File: src/rtl/wb_unit.sv
// Writeback stage: captures completed instructions, waits for load data, drives the register-file write port.
// Optional combinational write-to-read bypass for operand fetch is enabled with `define WB_BYPASS_EN.
module wb_unit #(
  parameter int unsigned LD_TIMEOUT = 255,
  parameter int unsigned RA_REG     = 31
) (
  input  logic        clk,
  input  logic        reset,
  input  logic        in_valid,
  output logic        in_ready,
  input  logic        in_isWb,
  input  logic        in_isLd,
  input  logic        in_isCall,
  input  logic [4:0]  in_rd,
  input  logic [31:0] in_aluResult,
  input  logic [31:0] in_pc,
  input  logic        ld_valid,
  input  logic [31:0] ld_data,
`ifdef WB_BYPASS_EN
  input  logic [4:0]  RP1,
  input  logic [4:0]  RP2,
  input  logic [31:0] regA,
  input  logic [31:0] regB,
  output logic [31:0] A_fwd,
  output logic [31:0] B_fwd,
`endif
  output logic        isWb,
  output logic [4:0]  WP,
  output logic [31:0] WriteData,
  output logic        ld_err
);

  localparam int unsigned REG_W  = 5;
  localparam int unsigned DATA_W = 32;
  localparam int unsigned CNT_W  = 16;

  typedef enum logic [1:0] {
    IDLE    = 2'd0,
    WAIT_LD = 2'd1,
    WRITE   = 2'd2
  } state_t;

  state_t              state_q, state_d;
  logic [CNT_W-1:0]    cnt_q, cnt_d;
  logic                ld_wb_q, ld_wb_d;
  logic [REG_W-1:0]    ld_rd_q, ld_rd_d;
  logic                is_wb_q, is_wb_d;
  logic [REG_W-1:0]    wp_q, wp_d;
  logic [DATA_W-1:0]   wd_q, wd_d;
  logic                ld_err_q, ld_err_d;
  logic                accept;

  // Upstream is stalled only while a load is outstanding.
  assign in_ready = (state_q != WAIT_LD);
  assign accept   = in_valid & in_ready;

  // Next-state and next-output logic.
  always_comb begin
    state_d  = state_q;
    cnt_d    = cnt_q;
    ld_wb_d  = ld_wb_q;
    ld_rd_d  = ld_rd_q;
    is_wb_d  = 1'b0;
    wp_d     = wp_q;
    wd_d     = wd_q;
    ld_err_d = ld_err_q;

    unique case (state_q)
      IDLE, WRITE: begin
        if (accept) begin
          if (in_isLd) begin
            // A call flagged as a load is treated as a plain load.
            state_d = WAIT_LD;
            cnt_d   = '0;
            ld_wb_d = in_isWb;
            ld_rd_d = in_rd;
          end else begin
            state_d = WRITE;
            is_wb_d = in_isWb | in_isCall;
            wp_d    = in_isCall ? REG_W'(RA_REG) : in_rd;
            wd_d    = in_isCall ? (in_pc + DATA_W'(4)) : in_aluResult;
          end
        end else begin
          state_d = IDLE;
        end
      end
      WAIT_LD: begin
        // Load data takes priority over the timeout on the same cycle.
        if (ld_valid) begin
          state_d = WRITE;
          is_wb_d = ld_wb_q;
          wp_d    = ld_rd_q;
          wd_d    = ld_data;
        end else if (cnt_q == CNT_W'(LD_TIMEOUT)) begin
          state_d  = IDLE;
          ld_err_d = 1'b1;
        end else begin
          cnt_d = cnt_q + CNT_W'(1);
        end
      end
      default: state_d = IDLE;
    endcase
  end

  always_ff @(posedge clk) begin
    if (reset) begin
      state_q  <= IDLE;
      cnt_q    <= '0;
      ld_wb_q  <= 1'b0;
      ld_rd_q  <= '0;
      is_wb_q  <= 1'b0;
      wp_q     <= '0;
      wd_q     <= '0;
      ld_err_q <= 1'b0;
    end else begin
      state_q  <= state_d;
      cnt_q    <= cnt_d;
      ld_wb_q  <= ld_wb_d;
      ld_rd_q  <= ld_rd_d;
      is_wb_q  <= is_wb_d;
      wp_q     <= wp_d;
      wd_q     <= wd_d;
      ld_err_q <= ld_err_d;
    end
  end

  assign isWb      = is_wb_q;
  assign WP        = wp_q;
  assign WriteData = wd_q;
  assign ld_err    = ld_err_q;

`ifdef WB_BYPASS_EN
  // Operand fetch sees the value being committed this cycle.
  assign A_fwd = (is_wb_q && (wp_q == RP1)) ? wd_q : regA;
  assign B_fwd = (is_wb_q && (wp_q == RP2)) ? wd_q : regB;
`endif

endmodule

File: config.mk
export PLATFORM = sky130hd
export DESIGN_NAME = wb_unit
export DESIGN_NICKNAME = d
export VERILOG_FILES = /design/src/rtl/wb_unit.sv
export SDC_FILE = /design/constraint.sdc
export NUM_CORES = 1
export LEC_CHECK = 0
export CAP_MARGIN = 20
export CORE_ASPECT_RATIO = 0.7
export CORE_MARGIN = 2
export CORE_UTILIZATION = 48
export CTS_BUF_LIST = sky130_fd_sc_hd__clkbuf_16
export DETAILED_ROUTE_END_ITERATION = 12
export GPL_TIMING_DRIVEN = 0
export PLACE_DENSITY = 0.86
export SYNTH_ARGS = -nofsm -noshare
export SYNTH_HDL_FRONTEND = slang
export SYNTH_SLANG_ARGS = --single-unit
File: constraint.sdc
create_clock -name clk -period 4.82 [get_ports clk]
set_input_delay 0.964 -clock clk [delete_from_list [all_inputs] [get_ports clk]]
set_output_delay 0.964 -clock clk [all_outputs]
set_load 0.1 [all_outputs]
==> summary.txt, run 1 <==
drt wl/cell: 19.4 microns
final setup violation count: 0
I/O pin total: 148
Final Max Slew Viols: 0
share of post-route cells with drive strength above 1: 7.97%
post-synthesis sequential area ratio: 32.7%
Synth Area in Simple Gates: 30.7%
Syn-to-layout area delta: 50.1%
post-cts sizing count: 0
# hold bufs at CTS: 0
initial antenna violation count: 0
Synth top cells by count: 66 x nor2_1, 63 x dfxtp_1, 37 x a21oi_1, 24 x nor3_1, 24 x o21ai_0
post-route worst setup slack: 0.988 ns
Reg clk slew, reported paths: 0.06 ns
top area cells in the synthesized netlist: dfxtp_1 33%, nor2_1 6.4%, xnor2_1 5.2%, a21oi_1 4.8%, nor3b_1 3.9%
area leader, netlist: dfxtp_1
Synth Area in XOR/XNOR: 7.49%
Req. time, crit path: 3.86 ns
Via Count: 4,537
unrepaired setup endpoints after global routing: no
count leader, synth: nor2_1
number of synthesized flops with an enable pin: 0
max_slew headroom: 32.5%
Main synth FF type: dfxtp_1
worst slew pin tran: 1.01 ns
# diodes: 0
status: finished clean
Post-Synthesis Cells: 477
Worst Hold Launch: WriteData[1]
Setup crit start kind: flip-flop
TritonCTS Buffers: 9
post-synthesis mux area share: 2.59%
Period Utilization, post-route: 79.5%
WHS Path Cells: 2
fill cell count: 590
Hold Crit Class: reg -> reg
Syn Area/Cell: 8.09 sq um
clk sinks: 63
row count: 27
Yosys Warn Count: 0
grt total ovfl: 0
Final ANT Viol Nets: 0
worst reg2reg startpoint: state_q[0]
#FFs+latches synth: 63
initial core utilization: 49.2%
leak pwr: 2.00 nW
clk_skew: 0.00719 ns
Hold Fails Final Rpt: 0
setup bufs post-CTS: 0
Yosys top cell area share: 32.7%
Crit path arrival time: 2.87 ns
Worst-Skew Late Latency: 0.34 ns
worst-path fanout max: 10
main combinational cell family by area after synthesis: simple AND/OR/NAND/NOR gates
DP Worst Slack: 1.36 ns
Power Density: 323 nW/um^2
Synth Net Count: 587
crit end category: output pin
ys async rst share: 0%
vias in the first global route: 4,304
area of the multi-input gates: 2390 sq um
DR iter-0 viols: 489
global-route wire length before repair: 22,100 microns
GRT Util Overall: 32.3%
vias per cell: 6.12
clk buf depth: 2
port buffer count: 147
Compound-Gate Fraction of Synth Area: 20.5%
register area: 1260 sq um
max-cap violations: 0
Distinct cells, synth: 52
Synth Area in Adders: 0.648%
post-route minimum period: 3.83 ns
DRT Pass-1 Iters: 5
Fmax achieved: 0.261 GHz
Final TNS setup: 0 ns
Die Width: 111 microns
Worst R2R Setup Slack: 2.66 ns
CP Class: reg -> out
die area: 8790 sq um
Die H: 79.0 microns
area of the mapped netlist: 3860 sq um
drt drc: 0
H-tree Lvls: 3
CTS tree: done
Worst VDD drop: 0.240 mV
Worst R2R Path Depth: 6
RD Place Congestion: 1.01
Root Driver: clkbuf_16
Reg2Reg Capture Point: WriteData[25]
DRT Wirelength: 14,400 microns
nets@finish: 745
largest net degree at the start of global routing: 12
post-DP HPWL: 10,900 microns
worst hold endpoint: WriteData[1]
core area: 7840 sq um
[cell families after synthesis]
kind of cell             Yosys count
multiplexers                      10
buffers and inverters             43
AO/OA/AOI/OAI                    117
AND/OR/NAND/NOR                  209
flip-flops                        63
XOR/XNOR                          33
adder cells (fa/ha/maj)            2
[worst max-delay path by stage]
stage               slack, ns       start       end
finish                   0.99  state_q[0]  in_ready
global route             0.89  state_q[0]  in_ready
detailed placement       1.36  state_q[0]  in_ready
global placement         1.38  state_q[0]  in_ready
CTS                       1.0  state_q[0]  in_ready
floorplan                2.08  state_q[0]  in_ready
[cell usage in the layout (no fill, tap or decap), drive strengths merged, types with 2 or more instances in the layout]
| cell type | synthesis | layout |
|---|---|---|
| and2 | 5 | 5 |
| nor2b | 3 | 3 |
| a21oi | 37 | 37 |
| clkbuf | 21 | 30 |
| a211o | 2 | 2 |
| a311o | 2 | 2 |
| nand3 | 18 | 18 |
| o31a | 5 | 5 |
| a311oi | 12 | 12 |
| mux2i | 10 | 10 |
| clkdlybuf4s50 | 0 | 147 |
| or2 | 2 | 2 |
| nand4 | 12 | 12 |
| inv | 7 | 9 |
| nor3 | 24 | 24 |
| nor4 | 13 | 13 |
| nor3b | 21 | 21 |
| nand2 | 23 | 23 |
| xor2 | 10 | 10 |
| a221oi | 3 | 3 |
| buf | 15 | 15 |
| dfxtp | 63 | 63 |
| bufinv | 0 | 3 |
| clkinv | 0 | 2 |
| a31oi | 3 | 3 |
| o21ai | 24 | 24 |
| nor4b | 2 | 2 |
| or4 | 2 | 2 |
| a21o | 2 | 2 |
| and4 | 7 | 7 |
| nor2 | 66 | 66 |
| ha | 2 | 2 |
| o211ai | 4 | 4 |
| o32ai | 4 | 4 |
| and3 | 8 | 8 |
| a211oi | 16 | 16 |
| xnor2 | 23 | 23 |
[power breakdown]
group	internal [mW]	switching (mW)	leakage, nW
logic	0.190	0.365	1.32
registers	0.553	0.0196	0.516
clock network	0.502	0.245	0.169
total	1.25	0.629	2.00
[routing by layer]
metal	GRT usage (%)	wire, microns	vias to the layer above
met5	0	0	-
met2	51.6	6460	283
met3	8.24	1440	36
met1	43.0	6150	2134
li1	-	-	2084
met4	10.4	331	0
[per-stage QoR]
stage	power [mW]	util (%)	instances	area [sq um]	hold slack [ns]
2_1_floorplan	0.923	-	477	3860	0.444
4_1_cts	1.87	73.9	741	5790	0.464
6_report	1.87	73.9	741	5790	0.462
3_5_place_dp	1.13	69.6	725	5460	0.456
3_3_place_gp	1.12	69.6	725	5460	0.439
5_1_grt	1.93	73.9	741	5790	0.483
[layout make-up]
type | count | area share [%]
Multi-Input combinational cell | 371 | 41.2
Timing Repair Buffer | 147 | 25.4
Sequential cell | 63 | 21.8
Clock buffer | 9 | 3.89
Buffer | 36 | 3.15
Tap cell | 101 | 2.18
Clock inverter | 7 | 1.92
Inverter | 7 | 0.453
[sequential cells by signal (all words and copies together), names as in the netlist]
register   flops
WriteData     32
cnt_q         16
WP             5
ld_rd_q        5
state_q        2
isWb           1
ld_err         1
ld_wb_q        1
[critical path: stages (launching register included)]
cell	delay (ns)
dfxtp_1	0.31
buf_6	0.13
nor2b_1	0.12
buf_2	0.17
inv_2	0.14
clkbuf_1	0.42
clkdlybuf4s50_1	1.23
(Power assumes the default switching activity.)
==> run 2: changes to the inputs <==
CORE_UTILIZATION = 45   (was 48)
PLACE_DENSITY = 0.82   (was 0.86)
clock period = 3.7 ns   (was 4.82 ns; I/O delays follow)
==> summary.txt, run 2 (synthesized netlist as in run 1, its figures left out) <==
post-route cell area: 5710 sq um (-1.5%)
setup bufs post-CTS: 0 (unchanged)
initial core utilization: 46.1% (-3.1 points)
DRT Pass-1 Iters: 5 (unchanged)
area of the multi-input gates: 2390 sq um (unchanged)
post-cts sizing count: 0 (unchanged)
max-cap violations: 0 (unchanged)
Final TNS setup: 0 ns (unchanged)
Worst VDD drop: 0.273 mV (+14%)
worst slew pin tran: 1.05 ns (+0.0361 ns)
# diodes: 0 (unchanged)
I/O pin total: 148 (unchanged)
Final Max Slew Viols: 0 (unchanged)
global-route wire length before repair: 22,100 microns (about the same)
Crit path arrival time: 2.42 ns (-0.45 ns)
Period Utilization, post-route: 85.4%
post-DP HPWL: 11,200 microns (+2.3%)
total chip power: 2.19 mW (+17%)
vias per cell: 5.97 (-2.5%)
Power Density: 383 nW/um^2 (+18%)
core area: 8370 sq um (+6.8%)
most common cell after layout, fill and taps aside: clkdlybuf4s50_1
final hold slack: 0.457 ns (-0.00487 ns)
Fmax achieved: 0.317 GHz
Via Count: 4,431 (-2.3%)
die area: 9350 sq um (+6.4%)
port buffer count: 147 (unchanged)
largest net degree at the start of global routing: 11 (-1)
Worst-Skew Late Latency: 0.33 ns (about the same)
WHS Path Cells: 2 (unchanged)
# hold bufs at CTS: 0 (unchanged)
Comb pwr share: 33.0% (+3.4 points)
fill cell count: 698 (+18%)
Worst R2R Path Depth: 6 (unchanged)
nets@finish: 745 (unchanged)
worst-path fanout max: 10 (unchanged)
clk_skew: 0.00496 ns (-0.00223 ns)
internal power: 1.40 mW (+13%)
H-tree Lvls: 3 (unchanged)
clk sinks: 63 (unchanged)
worst path cell trace: buf_6 -> nor2b_1 -> buf_2 -> inv_2 -> clkbuf_1 -> dlymetal6s2s_1
Inst Count DP: 729 (+0.55%)
non-filler cells, final: 742 (+0.13%)
CP max stage cell: dlymetal6s2s_1
share of post-route cells with drive strength above 1: 7.38% (-0.59 points)
drt drc: 0 (unchanged)
max_slew headroom: 30.1% (-2.4 points)
DR iter-0 viols: 418 (-15%)
leak pwr: 1.96 nW (-2.2%)
max reg flops: 32 (unchanged)
initial antenna violation count: 0 (unchanged)
vias in the first global route: 4,179 (-2.9%)
Die Width: 115 microns (+3.2%)
Reg clk slew, reported paths: 0.05 ns (about the same)
clk buf depth: 2 (unchanged)
Hold Crit Class: reg -> reg
Die H: 81.5 microns (+3.1%)
Clock power frac: 32.9% (-7.0 points)
CP Class: reg -> out
DRT Wirelength: 14,500 microns (+0.48%)
NetSw: 785 uW (+25%)
commonest cells after routing, fill and taps aside: 146 x clkdlybuf4s50_1, 66 x nor2_1, 63 x dfxtp_1
GRT Util Overall: 30.9% (-1.3 points)
Root Driver: clkbuf_16
row count: 28 (+3.7%)
grt total ovfl: 0 (unchanged)
Setup crit start kind: flip-flop
Final ANT Viol Nets: 0 (unchanged)
Syn-to-layout area delta: 47.9%
Req. time, crit path: 2.96 ns (-0.90 ns)
Hold Fails Final Rpt: 0 (unchanged)
drt wl/cell: 19.5 microns (+0.34%)
crit end category: output pin
TritonCTS Buffers: 9 (unchanged)
CTS tree: done
sw frac: 35.9% (+2.3 points)
Max stage delay on crit path: 0.82 ns (-0.41 ns)
register area: 1260 sq um (unchanged)
RD Place Congestion: 0.952 (-5.3%)
final setup violation count: 0 (unchanged)
placement-stage cell area: 5460 sq um (about the same)
status: finished clean
fraction of power consumed by sequential logic: 34.1% (+3.6 points)
unrepaired setup endpoints after global routing: no
post-route minimum period: 3.16 ns
==> run 2: power groups by stage <==
stage / Clock (mW) / Sequential, mW / Combinational (mW)
global placement: 0 / 0.755 / 0.708
finish: 0.720 / 0.745 / 0.722
detailed placement: 0 / 0.758 / 0.715
CTS: 0.729 / 0.744 / 0.718
global route: 0.758 / 0.748 / 0.756
floorplan: 0 / 1.01 / 0.189
==> run 2: final cells by class <==
cell class	count	share of cell area (%)
buffer	36	3.20
clock buffer	9	3.94
clock inverter	4	0.329
inverter	7	0.460
multi-input combinational	371	41.9
sequential	63	22.1
tap	105	2.30
timing repair buffer	147	25.8
==> run 2: worst max-delay path, delay by kind of cell, from the launching register on <==
family                 cells  cell delay, ns
buffers and inverters      5            1.68
flip-flops                 1            0.30
AND/OR/NAND/NOR            1            0.12
==> run 2: path summary, 6_finish.rpt <==
kind | from | end | slack [ns]
worst max-delay path | state_q[0] | in_ready | 0.54
worst min register to register | WriteData[3] | WriteData[3] | 0.46
worst max register to register | state_q[0] | WriteData[23] | 1.44
worst min-delay path | WriteData[3] | WriteData[3] | 0.46
==> run 2: metal layers <==
| layer | wire [microns] | GRT usage (%) |
|---|---|---|
| met1 | 6230 | 42.2 |
| met2 | 6420 | 47.8 |
| met3 | 1490 | 8.19 |
| met4 | 319 | 10.4 |
| met5 | 0 | 0 |
==> run 2: stage by stage <==
step | setup WS [ns] | utilization (%)
after CTS | 0.125 | 68.2
after global placement | 0.481 | 65.2
after detailed placement | 0.471 | 65.2
final | 0.542 | 68.2
after global routing | 0.398 | 68.2
after floorplan | 1.18 | -
==> edit 1 (config.mk and constraints of run 2) <==
Reset style: asynchronous (`reset`), changed in one clocked block.
--- a/src/rtl/wb_unit.sv
+++ b/src/rtl/wb_unit.sv
@@ -104,3 +104,3 @@
 
-  always_ff @(posedge clk) begin
+  always_ff @(posedge clk or posedge reset) begin
     if (reset) begin
Check against the original RTL: differs if reset is asserted again (counterexample within 4 cycles, from zero or initial values and one cycle with reset high); with reset held inactive, the same outputs for 4 cycles.
==> edit 1 against run 2 <==
- sequential cell count is the same
- setup slack worse by 390 ps
- final area increased by 0.57%
- area after synthesis down 0.75%
- first-iteration DRC count is 16% lower
- sequential share of layout area is 5.4 points higher
- count of clock-buffer cells in the layout unchanged
- clock skew is 1.5 ps higher
- critical path depth shrank 2
- wire length shrank 12%
Power is not compared: it rests on default switching activity, and its combinational part moved more than twofold at a synthesized area within 25%.
==> edit 1: results (changes against run 2) <==
Detailed routing
  – Initial drt markers: 353 (-16%)
  – WL met1: 5370 um (-14%)
  – WL met3: 1290 um (-14%)
  – Vias per Instance: 5.77 (-3.4%)
  – Drt total wl: 12700 um (-12%)
  – Post-DR wirelength/cell: 18.7 um (-4.2%)
  – DRT Pass-1 Iters: 5 (unchanged)
  – Top Layer Used: met4
  – Routed wl met2: 5720 um (-11%)

Outcome
  – Outcome: finished clean

Logic synthesis
  – Syn_nets: 521 (-11%)
  – Unique cell type count in the Yosys netlist: 52 (unchanged)
  – Top cells by count, synth: 63 x dfrtp_1, 37 x o21ai_0, 34 x nor2_1
  – Mean post-synth cell area: 9.32 um^2 (+15%)
  – Synth area leaders: dfrtp_1 41%, xor2_1 5.7%, o21ai_0 4.8%
  – Largest area contributor in the netlist: dfrtp_1
  – Seq/Total Area, Yosys: 0.411 (+0.0848)
  – Asr flop ratio synth: 1.00 (+1.00)
  – YS warnings: 0 (unchanged)

Final layout
  – Fillcell total: 666 (-4.6%)
  – Layout cells sized above 1: 0.0923 (+0.0186)
  – Final nets: 679 (-8.9%)
  – Number of flip-flops under the largest register name: 32 (unchanged)
  – Antenna cells: 0 (unchanged)

Worst hold path
  – Hold Path Class: flip-flop to flip-flop

Critical path
  – Crit path DAT: 2810 ps (+390 ps)
  – CP max FO: 10 (unchanged)
  – Worst path max stage delay: 1230 ps (+410 ps)
  – Slowest cell on crit path: clkdlybuf4s50_1

Place
  – Setup WS pre-CTS: 562 ps (+90.8 ps)
  – HPWL after DPL: 9580 um (-14%)
  – IO Port Bufs: 146 (-0.68%)
  – Post-Place Cells: 663 (-9.1%)
  – GPL Wtd Cong: 0.906 (-4.9%)

Global route
  – Global Route Usage Sum: 0.281 (-0.0280)
  – Initial antenna violation count: 0 (unchanged)
  – Largest net degree at the start of global routing: 39 (+28)
  – Vias in the first global route: 3962 (-5.2%)
  – Grt ovf: 0 (unchanged)
  – Global-route wire length before repair: 19800 um (-10%)

Clocking
  – Worst-Skew Late Latency: 340 ps
  – Deepest clock path buffer count: 2 (unchanged)
  – Root buffer cell: clkbuf_16
  – H-tree depth: 3 (unchanged)
  – Number of setup buffers added after CTS: 0 (unchanged)
  – Worst-path clk slew: 60 ps
  – Num CTS Buffers: 9 (unchanged)
  – PostCTS Resize Cnt: 0 (unchanged)

Power and ir drop
  – P_leak: 0.00234 uW
  – VDD IR-drop max: 0.000344 V

Timing
  – Max Clock Skew: 6.48 ps (+1.52 ps)
  – Slew HR: 0.321 (+0.0203)
-- edit 1: cell count changes after synthesis, sizes merged, moves of 14 or more --
cell	before	now
nor2	66	34
and3	8	23
nor3b	21	7
dfrtp	0	63
o21ai	24	42
dfxtp	63	0
xor2	10	25
nor3	24	4
-- edit 1: cell type report --
class | instances | share of cell area
Buffer | 23 | 0.0251
Sequential cell | 63 | 0.275
Clock inverter | 7 | 0.0126
Inverter | 6 | 0.00392
Multi-Input combinational cell | 319 | 0.364
Timing Repair Buffer | 147 | 0.258
Tap cell | 105 | 0.0229
Clock buffer | 9 | 0.0392
-- edit 1: worst max-delay path, delay by kind of cell (launching register included) --
| family | cells | cell delay (ps) |
|---|---|---|
| buffers and inverters | 3 | 1750 |
| flip-flops | 1 | 460 |
| AND/OR/NAND/NOR | 1 | 250 |
-- edit 1: final timing paths --
check | start | to | depth (start not counted) | slack, ps
setup / recovery | state_q[0] | in_ready | 4 | 150
hold / removal | ld_err | ld_err | 1 | 480
setup reg to reg | state_q[0] | WriteData[0] | 6 | 1480
hold reg to reg | ld_err | ld_err | 1 | 480
max in group asynchronous | reset | ld_rd_q[2] | 3 | 2300
min in group asynchronous | reset | WriteData[22] | 2 | 790
-- edit 1: power breakdown --
group | total (uW) | internal, uW | switching (uW)
sequential | 899 | 819 | 80.1
clock | 864 | 522 | 342
combinational | 1530 | 418 | 1110
-- edit 1: logic make-up (layout without fill, tap and decap cells) --
family                   count (synthesis)  after routing  synth area share
adder cells (fa/ha/maj)                  2              2           0.00653
multiplexers                            10             10            0.0281
flip-flops                              63             63             0.411
AO/OA/AOI/OAI                           96             96             0.152
AND/OR/NAND/NOR                        169            169             0.263
XOR/XNOR                                42             42            0.0960
buffers and inverters                   29            192            0.0434
-- edit 1: stage by stage --
stage / utilization / total power, uW / cell area [um^2]
floorplan: - / 1960 / 3830
global placement: 0.648 / 2410 / 5420
detailed placement: 0.650 / 2430 / 5440
CTS: 0.686 / 3290 / 5740
global route: 0.686 / 3390 / 5740
finish: 0.686 / 3290 / 5740
-- edit 1: layer usage --
| metal | up-vias | global-route usage |
|---|---|---|
| met5 | - | 0 |
| met4 | 0 | 0.115 |
| met3 | 34 | 0.0821 |
| met2 | 213 | 0.463 |
| met1 | 1847 | 0.351 |
| li1 | 1821 | - |
==> edit 2 (config.mk and constraints of run 2) <==
Without the edit above. Add a define of `WB_BYPASS_EN`.
--- a/src/rtl/wb_unit.sv
+++ b/src/rtl/wb_unit.sv
@@ -2,2 +2,4 @@
 // Optional combinational write-to-read bypass for operand fetch is enabled with `define WB_BYPASS_EN.
+`define WB_BYPASS_EN
+
 module wb_unit #(
Ports: changed (6 added); port bits go from 148 to 286. No check against the original RTL was run, so the function may have changed too.
==> edit 2 against run 2 <==
- non-clock buffer count up 142
- global-route usage up 8.6 points
- count of clock-buffer cells in the layout unchanged
- die area up 23%
- final cell count up 37%
- clock power up 6.4%
- setup slack worse by 470 ps
- sequential cell count unchanged
- area after synthesis up 24%
- first-iteration DRC count up 47%
- final area up 36%
- power up 25%
- wire length up 61%
- largest power group is now combinational logic
==> edit 2: results (changes against run 2) <==
Outcome
  – Outcome: finished clean

Critical path
  – Worst path max stage delay: 420 ps (-400 ps)
  – CP Capture Point: A_fwd[2]
  – R2r worst-path depth: 8 (+2)
  – Reg-to-reg slack, setup: 1140 ps (-300 ps)

Detailed routing
  – Routed wl met2: 10900 um (+69%)
  – WL met3: 2530 um (+70%)
  – Initial drt markers: 613 (+47%)

Logic synthesis
  – Top cells by count, synth: 63 x dfxtp_1, 62 x nor2_1, 50 x mux2_2
  – Mean post-synth cell area: 8.17 um^2 (+0.95%)

Final layout
  – Final non-clock buffer share: 0.355 (+0.0649)
  – Layout cells sized above 1: 0.192 (+0.118)
  – Fillcell total: 810 (+16%)
  – Repair and plain buffers: 325 (+78%)
  – Final nets: 1060 (+42%)
  – Logic inverters: 8 (+1)
  – Footprint of the multi-input gates: 3300 um^2 (+38%)

Clocking
  – PostCTS Resize Cnt: 327 (+327)

Power and ir drop
  – P_leak: 0.00288 uW (+47%)
  – Sequential power: 779 uW (+4.6%)

Timing
  – Hold Slack: 497 ps (+40.2 ps)
  – Worst Max-Slew Pin Slew: 1040 ps (-6.15 ps)
  – Max Clock Skew: 8.05 ps (+3.09 ps)

Worst hold path
  – End of the worst hold path: ld_wb_q

Global route
  – Global Route Usage Sum: 0.395 (+0.0861)
  – Global-route wire length before repair: 34800 um (+57%)
  – Vias in the first global route: 6021 (+44%)

Place
  – Post-DP Area: 7760 um^2 (+42%)
  – IO Port Bufs: 281 (+91%)
[edit 2: cell types whose count changed after synthesis, sizes merged, moves of 5 or more]
cell / run 2 / this run
a311oi: 12 / 7
nand2: 23 / 28
nor4: 13 / 8
nand3b: 0 / 6
xor2: 10 / 18
nand4: 12 / 21
nor3: 24 / 30
buf: 15 / 28
a21oi: 37 / 42
mux2: 0 / 64
[edit 2: cell families (layout without fill, tap and decap cells)]
kind of cell / count (synthesis) / in the layout / share of synthesized area
and+or+nand+nor: 233 / 233 / 0.274
AOI/OAI and AO/OA: 121 / 121 / 0.165
muxes: 74 / 74 / 0.171
DFF: 63 / 63 / 0.263
buffers and inverters: 54 / 349 / 0.0497
xor gates and xnor gates: 39 / 39 / 0.0714
adders and majority gates: 2 / 2 / 0.00523
[edit 2: routing by layer]
metal,GRT usage,vias up
li1,-,2762
met1,0.492,2956
met2,0.649,412
met3,0.102,71
met4,0.165,0
met5,0,-
